### config.mk
export PLATFORM = sky130hd
export DESIGN_NAME = receiver
export DESIGN_NICKNAME = d
export VERILOG_FILES = /design/src/rtl/uart_pkg.sv /design/src/rtl/bit_synchronizer.sv /design/src/rtl/receiver.sv
export SDC_FILE = /design/constraint.sdc
export NUM_CORES = 1
export LEC_CHECK = 0
export BUFFER_PORTS_ARGS = -buffer_cell sky130_fd_sc_hd__buf_2
export CORE_ASPECT_RATIO = 2
export CORE_UTILIZATION = 51
export DETAILED_ROUTE_END_ITERATION = 8
export PLACE_DENSITY_LB_ADDON = 0.25
export SLEW_MARGIN = 20
export SYNTH_ARGS = -nofsm -noshare
export SYNTH_HDL_FRONTEND = slang
export SYNTH_SLANG_ARGS = --single-unit
### constraint.sdc
create_clock -name clock -period 1.6 [get_ports clock]
set_clock_uncertainty 0.1 [all_clocks]
set_input_delay 0.08 -clock clock [delete_from_list [all_inputs] [get_ports clock]]
set_output_delay 0.08 -clock clock [all_outputs]
set_load 0.05 [all_outputs]
### src/rtl/uart_pkg.sv
// -----------------------------------------------------------------------------
// uart_pkg
//   Definitions shared by the UART receiver and transmitter.
//   - DEFAULT_CLOCKS_PER_BIT : default serial bit period in clock cycles
//   - uart_state_e           : receiver/transmitter frame state encoding
// -----------------------------------------------------------------------------
package uart_pkg;

  localparam int DEFAULT_CLOCKS_PER_BIT = 16;

  typedef enum logic [2:0] {
    IDLE      = 3'd0,
    START     = 3'd1,
    DATA      = 3'd2,
    STOP      = 3'd3,
    WAIT_IDLE = 3'd4
  } uart_state_e;

endpackage

### src/rtl/bit_synchronizer.sv
// -----------------------------------------------------------------------------
// bit_synchronizer
//   Two-flop synchronizer that brings an asynchronous single-bit signal into
//   the clk_i domain. Both flops reset to RESET_VALUE.
//   Ports:
//     clk_i  : destination clock
//     rst_i  : asynchronous active-high reset
//     d_i    : asynchronous input
//     q_o    : synchronized output (two clk_i cycles of latency)
// -----------------------------------------------------------------------------
module bit_synchronizer #(
  parameter logic RESET_VALUE = 1'b1
) (
  input  logic clk_i,
  input  logic rst_i,
  input  logic d_i,
  output logic q_o
);

  logic meta_q;
  logic sync_q;

  always_ff @(posedge clk_i or posedge rst_i) begin
    if (rst_i) begin
      meta_q <= RESET_VALUE;
      sync_q <= RESET_VALUE;
    end else begin
      meta_q <= d_i;
      sync_q <= meta_q;
    end
  end

  assign q_o = sync_q;

endmodule

### src/rtl/receiver.sv
// -----------------------------------------------------------------------------
// receiver
//   UART receiver, 8N1, LSB first, idle-high line. Bits are sampled at the
//   centre of each bit period, measured from the synchronized start-bit edge.
//   Ports:
//     clock             : single clock, all state updates on its rising edge
//     reset             : asynchronous active-high reset
//     serial_connection : asynchronous serial input line
//     data              : last correctly framed byte
//     valid             : one-cycle pulse, new byte on data
//     framing_error     : one-cycle pulse, stop bit sampled low
//     busy              : high whenever the receiver is not IDLE
// -----------------------------------------------------------------------------
module receiver
  import uart_pkg::*;
#(
  parameter int CLOCKS_PER_BIT = DEFAULT_CLOCKS_PER_BIT
) (
  input  logic       clock,
  input  logic       reset,
  input  logic       serial_connection,
  output logic [7:0] data,
  output logic       valid,
  output logic       framing_error,
  output logic       busy
);

  localparam int CW = $clog2(CLOCKS_PER_BIT);
  localparam logic [CW-1:0] HALF_LAST = CW'(CLOCKS_PER_BIT / 2 - 1);
  localparam logic [CW-1:0] BIT_LAST  = CW'(CLOCKS_PER_BIT - 1);

  logic        rx_s;
  uart_state_e state_q;
  logic [CW-1:0] cnt_q;
  logic [2:0]  bit_idx_q;
  logic [7:0]  shift_q;
  logic [7:0]  data_q;
  logic        valid_q;
  logic        ferr_q;
  logic        rx_prev_q;
  logic [1:0]  settle_q;

  bit_synchronizer #(
    .RESET_VALUE (1'b1)
  ) u_sync (
    .clk_i (clock),
    .rst_i (reset),
    .d_i   (serial_connection),
    .q_o   (rx_s)
  );

  always_ff @(posedge clock or posedge reset) begin
    if (reset) begin
      state_q   <= IDLE;
      cnt_q     <= '0;
      bit_idx_q <= '0;
      shift_q   <= '0;
      data_q    <= '0;
      valid_q   <= 1'b0;
      ferr_q    <= 1'b0;
      rx_prev_q <= 1'b0;
      settle_q  <= '0;
    end else begin
      valid_q  <= 1'b0;
      ferr_q   <= 1'b0;
      settle_q <= {settle_q[0], 1'b1};
      // The synchronizer's reset value is not a real line level, so the
      // edge detector only remembers a high that was actually observed.
      // This keeps a line that is already low at reset release from
      // looking like a fresh start bit.
      rx_prev_q <= rx_s & settle_q[1];
      cnt_q     <= (cnt_q == BIT_LAST) ? '0 : cnt_q + CW'(1);

      case (state_q)
        IDLE: begin
          if (!rx_s && rx_prev_q) begin
            state_q <= START;
            cnt_q   <= '0;
          end
        end
        START: begin
          // Mid start bit: still low means a real frame, high is a glitch.
          if (cnt_q == HALF_LAST) begin
            cnt_q <= '0;
            if (rx_s) begin
              state_q <= IDLE;
            end else begin
              state_q   <= DATA;
              bit_idx_q <= '0;
            end
          end
        end
        DATA: begin
          if (cnt_q == BIT_LAST) begin
            shift_q[bit_idx_q] <= rx_s;
            if (bit_idx_q == 3'd7) begin
              state_q <= STOP;
            end else begin
              bit_idx_q <= bit_idx_q + 3'd1;
            end
          end
        end
        STOP: begin
          // Leaving at the stop-bit centre lets IDLE catch a start edge
          // anywhere in the second half of the stop bit.
          if (cnt_q == BIT_LAST) begin
            if (rx_s) begin
              data_q  <= shift_q;
              valid_q <= 1'b1;
              state_q <= IDLE;
            end else begin
              ferr_q  <= 1'b1;
              state_q <= WAIT_IDLE;
            end
          end
        end
        WAIT_IDLE: begin
          if (rx_s) begin
            state_q <= IDLE;
          end
        end
        default: state_q <= IDLE;
      endcase
    end
  end

  assign data          = data_q;
  assign valid         = valid_q;
  assign framing_error = ferr_q;
  assign busy          = (state_q != IDLE);

endmodule

# Yosys cells after proc, flatten, opt, wreduce, memory -nomap -nowiden
# Cells that the tools add are included.
[op_classes]
magnitude_cmp = 2
mux = 27
n_addsub = 2
eq_ne = 15
bitwise = 1
reduce_logical = 10
[ops]
columns = ["operator", "n"]
rows = [
  ["two-way mux 3 bit", 11],
  ["one-hot mux 3 bit (5 select lines)", 1],
  ["inequality test 2 bit (second input constant)", 7],
  ["two-way mux 4 bit", 3],
  ["bitwise mux 8 bit", 1],
  ["one-hot mux 4 bit (2 select lines)", 1],
  ["two-way mux 1 bit", 7],
  ["== test 3 x 2 -> 1 bit (second input constant)", 2],
  ["== test 3 bit (second input constant)", 2],
  ["one-hot mux 3 bit (2 select lines)", 1],
  ["AND reduction 6 bit", 1],
  ["AND reduction 5 bit", 1],
  ["adder 4 x 1 -> 4 bit (second input constant)", 1],
  ["== test 4 x 3 -> 1 bit (second input constant)", 1],
  ["== test 4 bit (second input constant)", 1],
  ["less-than comparator 3 x 4 -> 1 bit (second input constant)", 1],
  ["adder 3 x 1 -> 3 bit (second input constant)", 1],
  ["demux 1 bit (select 3 bit)", 1],
  ["== test 3 x 1 -> 1 bit (second input constant)", 1],
  [">= comparator 3 x 1 -> 1 bit (second input constant)", 1],
  ["zero test 3 bit", 1],
  ["AND reduction 3 bit", 1],
  ["nonzero test 3 bit", 1],
  ["logical AND 1 bit", 2],
  ["other kinds (6)", 6],
]
[totals]
out_inout_bits = 11
ff_bits = 33

# Longest topological paths before layout
[logic_depth]
word_depth = 5
depth_mapped = 6
ltp_nobuf = 5

# Hierarchy
# From an unflattened synthesis, not the netlist that was laid out.
[unflattened]
cells_unflattened = 128
area_unflattened_um2 = 1642.8
[modules_own_cells]
columns = ["module", "cells_each", "seq_area_each_um2", "n_inst", "area_each_um2"]
rows = [
  ["receiver", 125, 775.7, 1, 1586.5],
  ["bit_synchronizer", 3, 52.6, 1, 56.3],
]

# Worst setup path after synthesis
# Ideal clock, no wire load.
[synth_path]
kind = "flip-flop to flip-flop"
from = "register cnt_q[0]"
to = "register shift_q[6]"
path_stages_with_launch = 7
arrival_time_ns = 1.495
slack_ns = -0.122
setup_time_ns = 0.128
synth_period_minus_slack_ns = 1.722
required_ns = 1.372
path_cell_list = "dfrtp_1 > ha_1 > and3_1 > buf_6 > nand2_1 > nor3_1 > mux2_1"
[synth_between]
elab_chain_len = 2
[synth_rtl]
columns = ["item", "line", "text"]
rows = [
  ["start: declaration", "receiver.sv:34", "logic [CW-1:0] cnt_q;"],
  ["start signal: assignment", "receiver.sv:72", "cnt_q <= (cnt_q == BIT_LAST) ? '0 : cnt_q + CW'(1);"],
  ["== test 4 bit", "receiver.sv:94", "if (cnt_q == BIT_LAST) begin"],
  ["AND reduction 2 bit (no line)", "--", ""],
  ["end signal: indexed assignment", "receiver.sv:95", "shift_q[bit_idx_q] <= rx_s;"],
  ["end: declaration", "receiver.sv:36", "logic [7:0] shift_q;"],
]
# Every way passes these cells.
# A chain may end at the register's enable or synchronous reset.

# Worst setup path after layout
[layout_path]
from = "register bit_idx_q[1]"
to = "register bit_idx_q[0]"
[layout_between]
elab_chain_len = 3
[layout_rtl]
columns = ["item", "line", "text"]
rows = [
  ["start: declaration", "receiver.sv:35", "logic [2:0] bit_idx_q;"],
  ["start signal: assignment", "receiver.sv:99", "bit_idx_q <= bit_idx_q + 3'd1;"],
  ["== test 3 bit", "receiver.sv:96", "if (bit_idx_q == 3'd7) begin"],
  ["inequality test 2 bit (no line)", "--", ""],
  ["AND reduction 5 bit (no line)", "--", ""],
]
# Every way passes these cells.

==> reports/metrics.csv <==
stage,metric,value,unit
synthesis,post-synthesis cell area,1491,um^2
layout,Antenna Cells,0,
routing,Top Metal Used,met4,
critical_path,reg2reg start,bit_idx_q[1]$_DFFE_PP0P_,
synthesis,Area contributors post-synth,"dfrtp_1 52%, mux2_1 8.3%, mux2_2 4.5%",
critical_path,CP required,1680,ps
timing,final worst-path cycle share,101.1,%
synthesis,Ys Warns,0,
synthesis,Post-Syn Instances,117,
clock_tree,clk buf depth,2,
timing,# setup viols final,3,
timing,worst setup margin,-16.99,ps
timing,RSZ-0062 raised after global routing,yes,
critical_path,FF-to-FF setup slack,-20,ps
routing,DRT met1 WL,1086,um
die,die area,3158,um^2
critical_path,CP Capture Point,bit_idx_q[0]$_DFFE_PP0P_,
critical_path,Crit path max-delay family,flip-flops,
die,I/O pin count,14,
pwr,Lkg Pwr,0.9380,nW
die,Die X,40.24,um
critical_path,number of cells on the critical path,5,
clock_tree,H-tree depth,2,
critical_path,Worst setup EP type,flip-flop,
layout,"commonest non-fill, non-tap cell in the layout",dfrtp_1,
critical_path,Critical Setup Path Class,flip-flop to flip-flop,
pwr,part of the power in registers,38.3,%
routing,routed len/inst,16.70,um
global_route,largest net degree at the start of global routing,34,
critical_path,Critical Path AT,1690,ps
worst_hold_path,Tightest Hold Check Type,flip-flop to flip-flop,
job,max_cap viols,0,
die,Initial Utilization,53.84,%
layout,"commonest cells after routing, fill and taps aside","28 x dfrtp_1, 21 x buf_4, 12 x buf_2, 7 x mux2_4, 6 x clkbuf_8",
die,number of core rows,27,
routing,# DRC,0,
timing,final hold vios,0,
critical_path,"Slowest-stage cell, CP",dfrtp_2,
global_route,vias in the first global route,1121,
die,core area,2770,um^2
critical_path,CP startpoint kind,flip-flop,
pwr,Net Sw Frac,34.09,%
synthesis,Synth Area per Inst,12.75,um^2
timing,WHS,254.0,ps
critical_path,Critical Path Max Stage Delay,430,ps
clock_tree,worst-skew pair later-pin latency,290,ps
place,dpl hpwl,2053,um
layout,Area Growth Syn to Fin,31.46,%
layout,final net count,161,
outcome,failing checks,negative setup slack,
die,Die Y,78.48,um
synthesis,post-synthesis cell type count,40,
routing,1st-iter DRT viols,17,
routing,WL final,3089,um
layout,fillers,207,
synthesis,register bit total from synthesis,33,
critical_path,CP Cell Sequence,"ha_4, ha_4, and4b_4, a31oi_4, mux2_4",
global_route,GRT Residual Overflow,0,
pwr,Clk pwr share,22.9,%
timing,minimum clock period,1617,ps
pwr,internal power,1.830,mW
critical_path,RR Endpoint,bit_idx_q[0]$_DFFE_PP0P_,
place,IO Port Bufs,13,
pwr,PwrDens,1417,nW/um^2
routing,WL met3,87,um
routing,detailed-route via count,1070,
timing,Slew Limit Fails,0,
pwr,total power,2.777,mW
critical_path,CP max FO,3,
clock_tree,"Reg clk slew, reported paths",70,ps
pwr,maximum vdd drop,0.001028,V
critical_path,crit-path most repeated cell,ha_4,
layout,"non-filler cells, final",185,
pwr,Switch Pwr,0.9468,mW
layout,share of layout cells above drive strength 1,50.00,%
clock_tree,root buffer cell,clkbuf_8,
global_route,antenna violations before repair,0,
global_route,Tot GR Track Use,23.46,%
routing,TritonRoute pass-1 iters,4,
routing,ANT nets after route,0,
clock_tree,CTS tree,yes,
synthesis,Syn Nets,123,
critical_path,Worst Setup SP,bit_idx_q[1]$_DFFE_PP0P_,
global_route,first-pass GRT wire length,4968,um
place,placed cell count,170,
synthesis,area share of the largest cell type after synthesis,52.01,%
critical_path,Buf/Inv on CP,0,
clock_tree,clock tree sinks,33,
synthesis,sequential area share after synthesis,55.54,%
routing,metal2 WL,1829,um
routing,vias per inst,5.784,
timing,fmax,618.4,MHz
outcome,outcome,finished with violations,
pwr,Logic pwr share,38.8,%
synthesis,leading area contributor after synthesis,dfrtp_1,
critical_path,Reg2Reg Depth,5,
clock_tree,total CTS buffers,5,
place,GP Congestion,0.8372,
[layout make-up]
cell class | instances | area [um^2] | share of cell area [%]
flip-flops and latches | 33 | 832.0 | 42.44
multi-input cells | 74 | 719.4 | 36.69
repair buffers | 37 | 264.0 | 13.47
clock buffers | 7 | 86.33 | 4.403
well taps | 29 | 36.28 | 1.851
inverters | 4 | 15.01 | 0.7658
clock inverters | 1 | 7.507 | 0.3829
[cells in the mapped netlist]
master	number
a211oi_1	2
a21oi_1	5
a22o_1	2
a311oi_1	1
a31oi_2	1
a41oi_1	1
and2_1	1
and2b_4	1
and3_1	1
and4b_4	1
buf_1	1
buf_2	1
buf_4	1
buf_6	3
clkbuf_1	1
conb_1	1
dfrtp_1	31
dfstp_2	2
ha_1	3
inv_1	4
mux2_1	11
mux2_2	6
nand2_1	3
nand2b_4	1
nand3_1	4
nand3b_1	1
nand4_1	3
nand4_4	1
nor2_1	6
nor2b_1	1
nor3_1	5
nor3_2	1
nor3b_1	3
nor4_1	1
nor4_2	1
o21ai_0	1
or3_1	1
or3_4	1
xnor2_1	1
xor2_1	1
[sequential cells by signal, indices dropped and copies added, names as in the netlist]
signal and count:
bit_idx_q 3, cnt_q 4, data 8, framing_error 1, rx_prev_q 1, settle_q 2
shift_q 8, state_q 3, u_sync.meta_q 1, u_sync.q_o 1, valid 1
[stage by stage]
stage	TNS [ps]	utilization, %	setup slack, ps	instance area [um^2]
after floorplan	-103.0	-	-40.67	1555
after global placement	-0.06961	62.74	-0.06961	1738
after detailed placement	-45.65	62.74	-23.44	1738
after CTS	-30.18	68.56	-22.52	1899
after global routing	-388.8	70.78	-56.26	1961
final	-37.93	70.78	-16.99	1961
[cell families (layout without fill, tap and decap cells)]
family                     Yosys count  in the layout  share of synthesized area, %
DFF                                 33             33                         55.54
adders and majority gates            3              3                         2.517
muxes                               17             17                         12.84
xor gates and xnor gates             2              2                         1.175
buffers and inverters               11             49                         4.613
and+or+nand+nor                     37             38                         16.86
AOI/OAI and AO/OA                   13             13                         6.207
other                                1              1                        0.2514
[power groups by stage]
| stage | clock [mW] | sequential [mW] | combinational [mW] |
|---|---|---|---|
| finish | 0.636 | 1.06 | 1.08 |
| global route | 0.690 | 1.07 | 1.17 |
| CTS | 0.655 | 1.06 | 1.01 |
| detailed placement | 0 | 1.07 | 0.915 |
| global placement | 0 | 1.06 | 0.887 |
| floorplan | 0 | 1.06 | 0.623 |
[worst reg2reg max path: cells and delay by family, from the launching register on]
family	cells	cell delay, ps
AND/OR/NAND/NOR	1	350
AO/OA/AOI/OAI	1	50
adder cells (fa/ha/maj)	2	320
multiplexers	1	270
flip-flops	1	430
[per-layer routing]
metal,vias up,track usage (%)
met5,-,0
met4,0,11.00
met3,7,5.932
met2,21,41.94
met1,543,22.54
li1,499,-
[what timing repair did]
item	CTS	global route
setup buffers	4	0
gates resized for setup	6	11
cloned	0	1
hold endpoints to repair	32	0
hold buffers	2	0
pin swaps	3	2
setup endpoints to repair	8	13
[worst min path at each step]
stage | slack, ps | cells after the start | endpoint | start
6_report | 250 | 0 | settle_q[1]$_DFF_PP0_ | settle_q[0]$_DFF_PP0_
5_1_grt | 270 | 0 | u_sync.q_o$_DFF_PP1_ | u_sync.meta_q$_DFF_PP1_
4_1_cts | 260 | 0 | settle_q[1]$_DFF_PP0_ | settle_q[0]$_DFF_PP0_
3_5_place_dp | 90 | 3 | shift_q[6]$_DFFE_PP0P_ | reset
3_3_place_gp | 70 | 3 | settle_q[0]$_DFF_PP0_ | reset
2_1_floorplan | -20 | 0 | u_sync.meta_q$_DFF_PP1_ | serial_connection
Power figures use the tool's default switching activity.
